==> src/rtl/ex_stage_pkg.sv <==
// Shared encodings for the execute stage: ALU control codes, alu_op classes,
// R-type funct codes and the operand/control slot layout.
package ex_stage_pkg;

  localparam int XLEN = 32;

  typedef enum logic [3:0] {
    ALU_AND  = 4'b0000,
    ALU_OR   = 4'b0001,
    ALU_ADD  = 4'b0010,
    ALU_SUB  = 4'b0110,
    ALU_SLT  = 4'b0111,
    ALU_XNOR = 4'b1100
  } alu_ctl_e;

  typedef enum logic [1:0] {
    OP_ADD   = 2'b00,
    OP_SUB   = 2'b01,
    OP_RTYPE = 2'b10,
    OP_RSVD  = 2'b11
  } alu_op_e;

  localparam logic [5:0] FUNCT_ADD  = 6'b100000;
  localparam logic [5:0] FUNCT_SUB  = 6'b100010;
  localparam logic [5:0] FUNCT_AND  = 6'b100100;
  localparam logic [5:0] FUNCT_OR   = 6'b100101;
  localparam logic [5:0] FUNCT_SLT  = 6'b101010;
  localparam logic [5:0] FUNCT_XNOR = 6'b100111;

  typedef struct packed {
    alu_ctl_e          ctl;
    logic              illegal;
    logic [XLEN-1:0]   a;
    logic [XLEN-1:0]   b;
    logic [4:0]        rd;
  } s1_t;

endpackage

==> src/rtl/ex_stage_alu.sv <==
// Combinational ALU: add/sub with signed overflow, and/or/xnor, signed set-less-than.
module ex_stage_alu
  import ex_stage_pkg::*;
(
  input  alu_ctl_e          ctl_i,
  input  logic [XLEN-1:0]   a_i,
  input  logic [XLEN-1:0]   b_i,
  output logic [XLEN-1:0]   res_o,
  output logic              zero_o,
  output logic              ovf_o
);

  logic [XLEN-1:0] sum;
  logic [XLEN-1:0] diff;

  assign sum  = a_i + b_i;
  assign diff = a_i - b_i;

  always_comb begin
    res_o = '0;
    ovf_o = 1'b0;
    case (ctl_i)
      ALU_AND:  res_o = a_i & b_i;
      ALU_OR:   res_o = a_i | b_i;
      ALU_ADD: begin
        res_o = sum;
        ovf_o = (a_i[XLEN-1] == b_i[XLEN-1]) && (sum[XLEN-1] != a_i[XLEN-1]);
      end
      ALU_SUB: begin
        res_o = diff;
        ovf_o = (a_i[XLEN-1] != b_i[XLEN-1]) && (diff[XLEN-1] != a_i[XLEN-1]);
      end
      ALU_SLT:  res_o = {{(XLEN-1){1'b0}}, ($signed(a_i) < $signed(b_i))};
      ALU_XNOR: res_o = ~(a_i ^ b_i);
      default:  res_o = '0;
    endcase
  end

  assign zero_o = (res_o == '0);

endmodule

==> src/rtl/ex_stage.sv <==
// Execute stage: decode to ALU control, operand slot S1 feeding the ALU,
// result slot S2 driving the valid/ready output, saturating overflow counter.
module ex_stage
  import ex_stage_pkg::*;
#(
  parameter int WIDTH = XLEN
) (
  input  logic             clk,
  input  logic             rst_n,
  input  logic             in_valid,
  output logic             in_ready,
  input  logic [1:0]       alu_op,
  input  logic [5:0]       funct,
  input  logic [WIDTH-1:0] rs_val,
  input  logic [WIDTH-1:0] rt_val,
  input  logic [15:0]      imm,
  input  logic             alu_src,
  input  logic [4:0]       rd,
  output logic             out_valid,
  input  logic             out_ready,
  output logic [WIDTH-1:0] out_res,
  output logic             out_zero,
  output logic             out_ovf,
  output logic             out_illegal,
  output logic [4:0]       out_rd,
  output logic [7:0]       ovf_count
);

  alu_ctl_e         dec_ctl;
  logic             dec_illegal;
  logic [WIDTH-1:0] opb;

  s1_t              s1_q, s1_d;
  logic             s1_valid_q, s1_valid_d;

  logic             out_valid_q, out_valid_d;
  logic [WIDTH-1:0] res_q, res_d;
  logic             zero_q, zero_d;
  logic             ovf_q, ovf_d;
  logic             ill_q, ill_d;
  logic [4:0]       rd_q, rd_d;
  logic [7:0]       ovf_cnt_q, ovf_cnt_d;

  logic             s2_load, in_xfer, out_xfer;
  logic [WIDTH-1:0] alu_res;
  logic             alu_zero, alu_ovf;

  always_comb begin
    dec_ctl     = ALU_ADD;
    dec_illegal = 1'b0;
    case (alu_op_e'(alu_op))
      OP_ADD:   dec_ctl = ALU_ADD;
      OP_SUB:   dec_ctl = ALU_SUB;
      OP_RTYPE: begin
        case (funct)
          FUNCT_ADD:  dec_ctl = ALU_ADD;
          FUNCT_SUB:  dec_ctl = ALU_SUB;
          FUNCT_AND:  dec_ctl = ALU_AND;
          FUNCT_OR:   dec_ctl = ALU_OR;
          FUNCT_SLT:  dec_ctl = ALU_SLT;
          FUNCT_XNOR: dec_ctl = ALU_XNOR;
          default:    dec_illegal = 1'b1;
        endcase
      end
      default:  dec_illegal = 1'b1;
    endcase
  end

  assign opb = alu_src ? {{(WIDTH-16){imm[15]}}, imm} : rt_val;

  // S2 can take S1 whenever its current result is absent or leaving this cycle.
  assign s2_load  = s1_valid_q && (!out_valid_q || out_ready);
  assign in_ready = !s1_valid_q || s2_load;
  assign in_xfer  = in_valid && in_ready;
  assign out_xfer = out_valid_q && out_ready;

  ex_stage_alu u_alu (
    .ctl_i  (s1_q.ctl),
    .a_i    (s1_q.a),
    .b_i    (s1_q.b),
    .res_o  (alu_res),
    .zero_o (alu_zero),
    .ovf_o  (alu_ovf)
  );

  always_comb begin
    s1_valid_d  = s1_valid_q;
    s1_d        = s1_q;
    out_valid_d = out_valid_q;
    res_d       = res_q;
    zero_d      = zero_q;
    ovf_d       = ovf_q;
    ill_d       = ill_q;
    rd_d        = rd_q;
    ovf_cnt_d   = ovf_cnt_q;

    if (in_xfer) begin
      s1_valid_d   = 1'b1;
      s1_d.ctl     = dec_ctl;
      s1_d.illegal = dec_illegal;
      s1_d.a       = rs_val;
      s1_d.b       = opb;
      s1_d.rd      = rd;
    end else if (s2_load) begin
      s1_valid_d = 1'b0;
    end

    if (s2_load) begin
      out_valid_d = 1'b1;
      res_d       = s1_q.illegal ? '0 : alu_res;
      zero_d      = !s1_q.illegal && alu_zero;
      ovf_d       = !s1_q.illegal && alu_ovf;
      ill_d       = s1_q.illegal;
      rd_d        = s1_q.rd;
    end else if (out_ready) begin
      out_valid_d = 1'b0;
    end

    if (out_xfer && ovf_q && (ovf_cnt_q != 8'hFF)) begin
      ovf_cnt_d = ovf_cnt_q + 8'd1;
    end
  end

  always_ff @(posedge clk or negedge rst_n) begin
    if (!rst_n) begin
      s1_valid_q  <= 1'b0;
      s1_q        <= '0;
      out_valid_q <= 1'b0;
      res_q       <= '0;
      zero_q      <= 1'b0;
      ovf_q       <= 1'b0;
      ill_q       <= 1'b0;
      rd_q        <= '0;
      ovf_cnt_q   <= '0;
    end else begin
      s1_valid_q  <= s1_valid_d;
      s1_q        <= s1_d;
      out_valid_q <= out_valid_d;
      res_q       <= res_d;
      zero_q      <= zero_d;
      ovf_q       <= ovf_d;
      ill_q       <= ill_d;
      rd_q        <= rd_d;
      ovf_cnt_q   <= ovf_cnt_d;
    end
  end

  assign out_valid   = out_valid_q;
  assign out_res     = res_q;
  assign out_zero    = zero_q;
  assign out_ovf     = ovf_q;
  assign out_illegal = ill_q;
  assign out_rd      = rd_q;
  assign ovf_count   = ovf_cnt_q;

endmodule

==> config.mk <==
export PLATFORM = sky130hd
export DESIGN_NAME = ex_stage
export DESIGN_NICKNAME = d
export VERILOG_FILES = /design/src/rtl/ex_stage_pkg.sv /design/src/rtl/ex_stage_alu.sv /design/src/rtl/ex_stage.sv
export SDC_FILE = /design/constraint.sdc
export NUM_CORES = 1
export LEC_CHECK = 0
export CORE_MARGIN = 4
export CORE_UTILIZATION = 60
export CTS_BUF_LIST = sky130_fd_sc_hd__clkbuf_16
export DETAILED_ROUTE_END_ITERATION = 10
export MAX_ROUTING_LAYER = met4
export PLACE_DENSITY = 0.95
export SYNTH_ARGS = -nofsm -noshare
export SYNTH_HDL_FRONTEND = slang
export SYNTH_SLANG_ARGS = --single-unit
==> constraint.sdc <==
create_clock -name clk -period 6.8 [get_ports clk]
set_clock_uncertainty 0.1 [all_clocks]
set_input_delay 2.04 -clock clk [delete_from_list [all_inputs] [get_ports clk]]
set_output_delay 2.04 -clock clk [all_outputs]
set_load 0.01 [all_outputs]
# [Word-level counts from Yosys, hierarchy flattened]
# Index checks and enable logic that the tools add are counted.
[word_totals] regBits=124 inputBits=98 output_inout_bits=50 wordCells=72
[classes] add_sub_neg=3 order_cmp=1 eq_ne=18 muxes=12 bitwise=4 n_reduce_logical=21
[op_table] operator="one-hot mux 32 bit (6 select lines)" count=1
[op_table] operator="2-to-1 mux 32 bit" count=2
[op_table] operator="== test 6 bit, second input constant" count=6
[op_table] operator="adder 32 bit" count=1
[op_table] operator="AND 32 bit" count=1
[op_table] operator="logical NOT 32 bit" count=1
[op_table] operator="less-than comparator 32 bit" count=1
[op_table] operator="NOT 32 bit" count=1
[op_table] operator="OR 32 bit" count=1
[op_table] operator="subtractor 32 bit" count=1
[op_table] operator="XOR 32 bit" count=1
[op_table] operator="one-hot mux 4 bit (5 select lines)" count=1
[op_table] operator="logical AND 1 bit" count=9
[op_table] operator="adder 8 x 1 -> 8 bit, second input constant" count=1
[op_table] operator="== test 4 x 3 -> 1 bit, second input constant" count=2
[op_table] operator="!= test 8 bit, second input constant" count=1
[op_table] operator="one-hot mux 4 bit (2 select lines)" count=1
[op_table] operator="OR reduction 6 bit" count=1
[op_table] operator="2-to-1 mux 1 bit" count=5
[op_table] operator="== test 4 x 1 -> 1 bit, second input constant" count=1
[op_table] operator="== test 4 x 2 -> 1 bit, second input constant" count=1
[op_table] operator="== test 4 bit, second input constant" count=1
[op_table] operator="logical NOT 4 bit" count=1
[op_table] operator="one-hot mux 1 bit (2 select lines)" count=2
[op_table] operator="other kinds (9)" count=15

# [Depth between registers and ports, before layout]
[depth] depth_word=6 mapped_depth=14 depth_no_buf=14

# [Modules after synthesis]
# A second synthesis with hierarchy kept.
[unflattened] cells_unflattened=1359 hier_area_um2=11367.2
[by_module_without_submodules] mod="ex_stage_alu" n_inst=1 cells_each=896 area_per_inst_um2=5905.7
[by_module_without_submodules] mod="ex_stage" n_inst=1 cells_each=463 area_per_inst_um2=5461.5

# [Worst setup path after synthesis]
# OpenSTA, ideal clock, no wires.
[synth_timing] path_type="in2out" from="input port out_ready" to="output port in_ready" arrival_ns=2.254 setup_slack_ns=2.406 stages=1 cell_sequence="nand3b_1"
[synth_between] elab_chain_len=3
[synth_lines] element="start, declared" line_no="ex_stage.sv:20" rtl="input logic out_ready,"
[synth_lines] element="logical OR 1 bit" line_no="ex_stage.sv:72" rtl="assign s2_load = s1_valid_q && (!out_valid_q || out_ready);"
[synth_lines] element="logical AND 1 bit" line_no="ex_stage.sv:72"
[synth_lines] element="logical OR 1 bit" line_no="ex_stage.sv:73" rtl="assign in_ready = !s1_valid_q || s2_load;"
[synth_lines] element="end, declared" line_no="ex_stage.sv:11" rtl="output logic in_ready,"
# Every way passes these cells.

# [Worst setup path after layout]
# Same ends and word-level chain as after synthesis.

==> key figures <==
Outcome
  – Run status: finished, final reports clean

Global routing
  – Grt ovf: 0
  – First-pass GRT wire length: 52510 um
  – Maximum number of pins on one net before global-route repair: about 80
  – Antenna violations before repair: 0
  – GRT Overall Usage: 33.28%
  – Vias in the first global route: ~10k

Timing
  – Worst setup margin: 1.351 ns
  – Highest Clock Rate: 0.1835 GHz
  – Accumulated negative setup slack: 0 ns
  – Final setup violation count: 0
  – Share of the cycle needed by the critical path after routing: 80.14%
  – Unrepaired setup endpoints after global routing: no
  – Transition at the pin with the smallest max-transition slack: 0.9752 ns
  – Slew margin rel.: 34.99%
  – Number of max-slew violations in the final report: 0
  – Shortest clock period the worst path allows after layout: roughly 5.4 ns
  – Hold Vio Cnt, Final: 0

Route
  – DR WL/cell: between 20 and 25 um
  – Post-detailed-route DRC marker count: 0
  – Total Routed Length: 32890 um
  – Iteration-0 DRC Markers: 1359
  – Mean number of vias per cell: 6.551
  – Detailed-route via count: 10.70k
  – Detail Route Antenna Nets: 0
  – First drt pass iteration count: 7

Clock network
  – Resized cells post-CTS: 0
  – Sink count of the clock tree: 124
  – Clock latency on the worst-skew pair: ~0.43 ns
  – Buffers from clock root to sink, at most: 2
  – Buffer cell driving the clock tree root: sky130_fd_sc_hd__clkbuf_16
  – Post-cts hold buffer count: 0
  – Maximum level of the CTS H-tree: 4
  – Clock-pin slew reported for the worst setup and hold paths after clock tree synthesis: roughly 0.060 ns
  – CTS tree: built
  – Number of buffers created by CTS: 17
  – Post-CTS Repair Setup Buffers: 0

Yosys
  – Mean cell area of the mapped netlist: 8.304 um^2
  – Post-synthesis instance area: 10710 um^2
  – Share of synthesized registers carrying an async set or reset: 100.0%
  – Number of synthesized register bits: ~120
  – Number of flops mapped to enable cells by yosys: 0
  – Primary FF master, synth: sky130_fd_sc_hd__dfrtp_1
  – Proportion of synthesized chip area in sequential cells: 28.97%
  – Number of warnings printed during yosys synthesis: 0
  – Library cells used by synthesis: 83
  – Cells after synthesis: 1290
  – Net count of the mapped netlist: 1502

Floorplanning
  – Vert. Die Dim: 141.6 um
  – Effective utilization at floorplan: 61.50%
  – Floorplan die width: 141.6 um
  – I/O pin count: ~150
  – Core box area: 17420 um^2
  – Number of rows in the core area: 48
  – Die Area: 20050 um^2

Layout
  – Post-Layout Cell Count: about 1.6k
  – Filler Cell Count: between 1k and 1.5k
  – Proportion of layout cells with a drive suffix above 1: 8.097%
  – Diode insertion count for antenna repair: 0
  – Final net count: approximately 1.6k
  – Most frequent cells in the layout: sky130_fd_sc_hd__clkdlybuf4s50_1, sky130_fd_sc_hd__nand2_1, sky130_fd_sc_hd__dfrtp_1
  – Area of all placed cells without fillers: around 13000 um^2
  – Most common cell after layout, fill and taps aside: sky130_fd_sc_hd__clkdlybuf4s50_1
  – Signed area change from the synthesized netlist to the final layout: 20.27%

Place
  – DP Worst Slack: 1.365 ns
  – Buffers added on ports: between 100 and 150
  – Detail Placement HPWL: 24250 um
  – Placer congestion estimate: around 1
  – Placed Area: 12270 um^2
  – Cell total after placement: 1601

Worst setup path
  – Reg2Reg Setup Slack: 2.35 ns
  – WS Path Type: input pin to output pin
  – Crit path DAT: 3.31 ns
  – CP required: 4.66 ns
  – Maximum fanout count along the critical path: 3
  – Element type at the critical path start: input pin
  – Worst Setup End Kind: output pin

Min path
  – Class of the tightest hold or removal check: flip-flop to flip-flop

Power
  – Power per cell area: roughly 290 nW/um^2
  – Leak pwr: 0.005710 uW
  – Largest voltage drop on the vdd net: 211.0 uV
  – Total Power Consumption: between 3000 and 4000 uW

Flow run
  – Max-capacitance violation count: 0
## report_power, final
part / switching, uW / internal (uW)
Clock: 374 / 583
Combinational: 1080 / 727
Sequential: 146 / 880
## cell usage after synthesis (19+ instances only)
master / instances / area (um^2)
sky130_fd_sc_hd__nor3_1: 33 / 165.2
sky130_fd_sc_hd__nand2_1: 124 / 465.5
sky130_fd_sc_hd__o21ai_0: 103 / 515.5
sky130_fd_sc_hd__clkbuf_1: 53 / 198.9
sky130_fd_sc_hd__a21oi_1: 89 / 445.4
sky130_fd_sc_hd__mux2i_1: 40 / 400.4
sky130_fd_sc_hd__nand3_1: 28 / 140.1
sky130_fd_sc_hd__inv_1: 114 / 427.9
sky130_fd_sc_hd__o211ai_1: 19 / 142.6
sky130_fd_sc_hd__dfrtp_1: 124 / 3103
sky130_fd_sc_hd__ha_1: 112 / 1401
sky130_fd_sc_hd__nand4_1: 21 / 131.4
sky130_fd_sc_hd__nor2_1: 75 / 281.5
sky130_fd_sc_hd__mux2_2: 46 / 518.0
## sequential cells by signal, summed over array words and instances (netlist names)
signal / cells
out_zero: 1
out_illegal: 1
out_rd: 5
out_ovf: 1
out_res: 32
ovf_count: 8
s1_valid_q: 1
s1_q: 74
out_valid: 1
## final cells by class
type / instances / area [um^2] / share of cell area [%]
Clock buffer: 17 / 425.4 / 3.302
Inverter: 118 / 442.9 / 3.438
Clock inverter: 15 / 183.9 / 1.428
Timing Repair Buffer: 159 / 1559 / 12.10
Multi-Input combinational cell: 975 / 6885 / 53.45
Sequential cell: 124 / 3104 / 24.10
Tap cell: 225 / 281.5 / 2.185
## kinds of logic (layout without fill, tap and decap cells)
group                      after synthesis  count (layout)  synth area share, %
AOI/OAI and AO/OA                      384             384                23.60
xor gates and xnor gates                11              11               0.8995
DFF                                    124             124                28.97
adders and majority gates              114             114                13.46
and+or+nand+nor                        379             379                17.47
muxes                                   87              87                8.679
buffers and inverters                  191             309                6.927
## stage by stage
step	utilization, %	hold slack (ns)
after floorplan	-	0.3572
after detailed placement	70.47	0.3567
after global placement	70.47	0.3524
final	73.97	0.3800
after global routing	73.97	0.4139
after CTS	73.97	0.3770
## worst max-delay path: stages
cell                              delay, ns
sky130_fd_sc_hd__clkdlybuf4s50_1       0.49
sky130_fd_sc_hd__nand3b_1              0.20
sky130_fd_sc_hd__clkdlybuf4s50_1       0.57
## metal layers
| layer | vias to the layer above | track usage [%] | share of wire [%] |
|---|---|---|---|
| met5 | - | - | 0 |
| met4 | 0 | 11.72 | 3.5 |
| met3 | 133 | 6.572 | 11 |
| met2 | 682 | 51.37 | 45 |
| met1 | 5020 | 43.93 | 41 |
| li1 | 4863 | - | - |
## final timing paths
check / from / end / depth (start not counted)
min in group asynchronous: rst_n / s1_q[44] / 1
setup / recovery: out_ready / in_ready / 3
max in group asynchronous: rst_n / s1_q[70] / 2
hold reg to reg: out_res[2] / out_res[2] / 2
hold / removal: out_res[2] / out_res[2] / 2
setup reg to reg: s1_q[12] / out_zero / 13
Power figures use the tool's default switching activity.
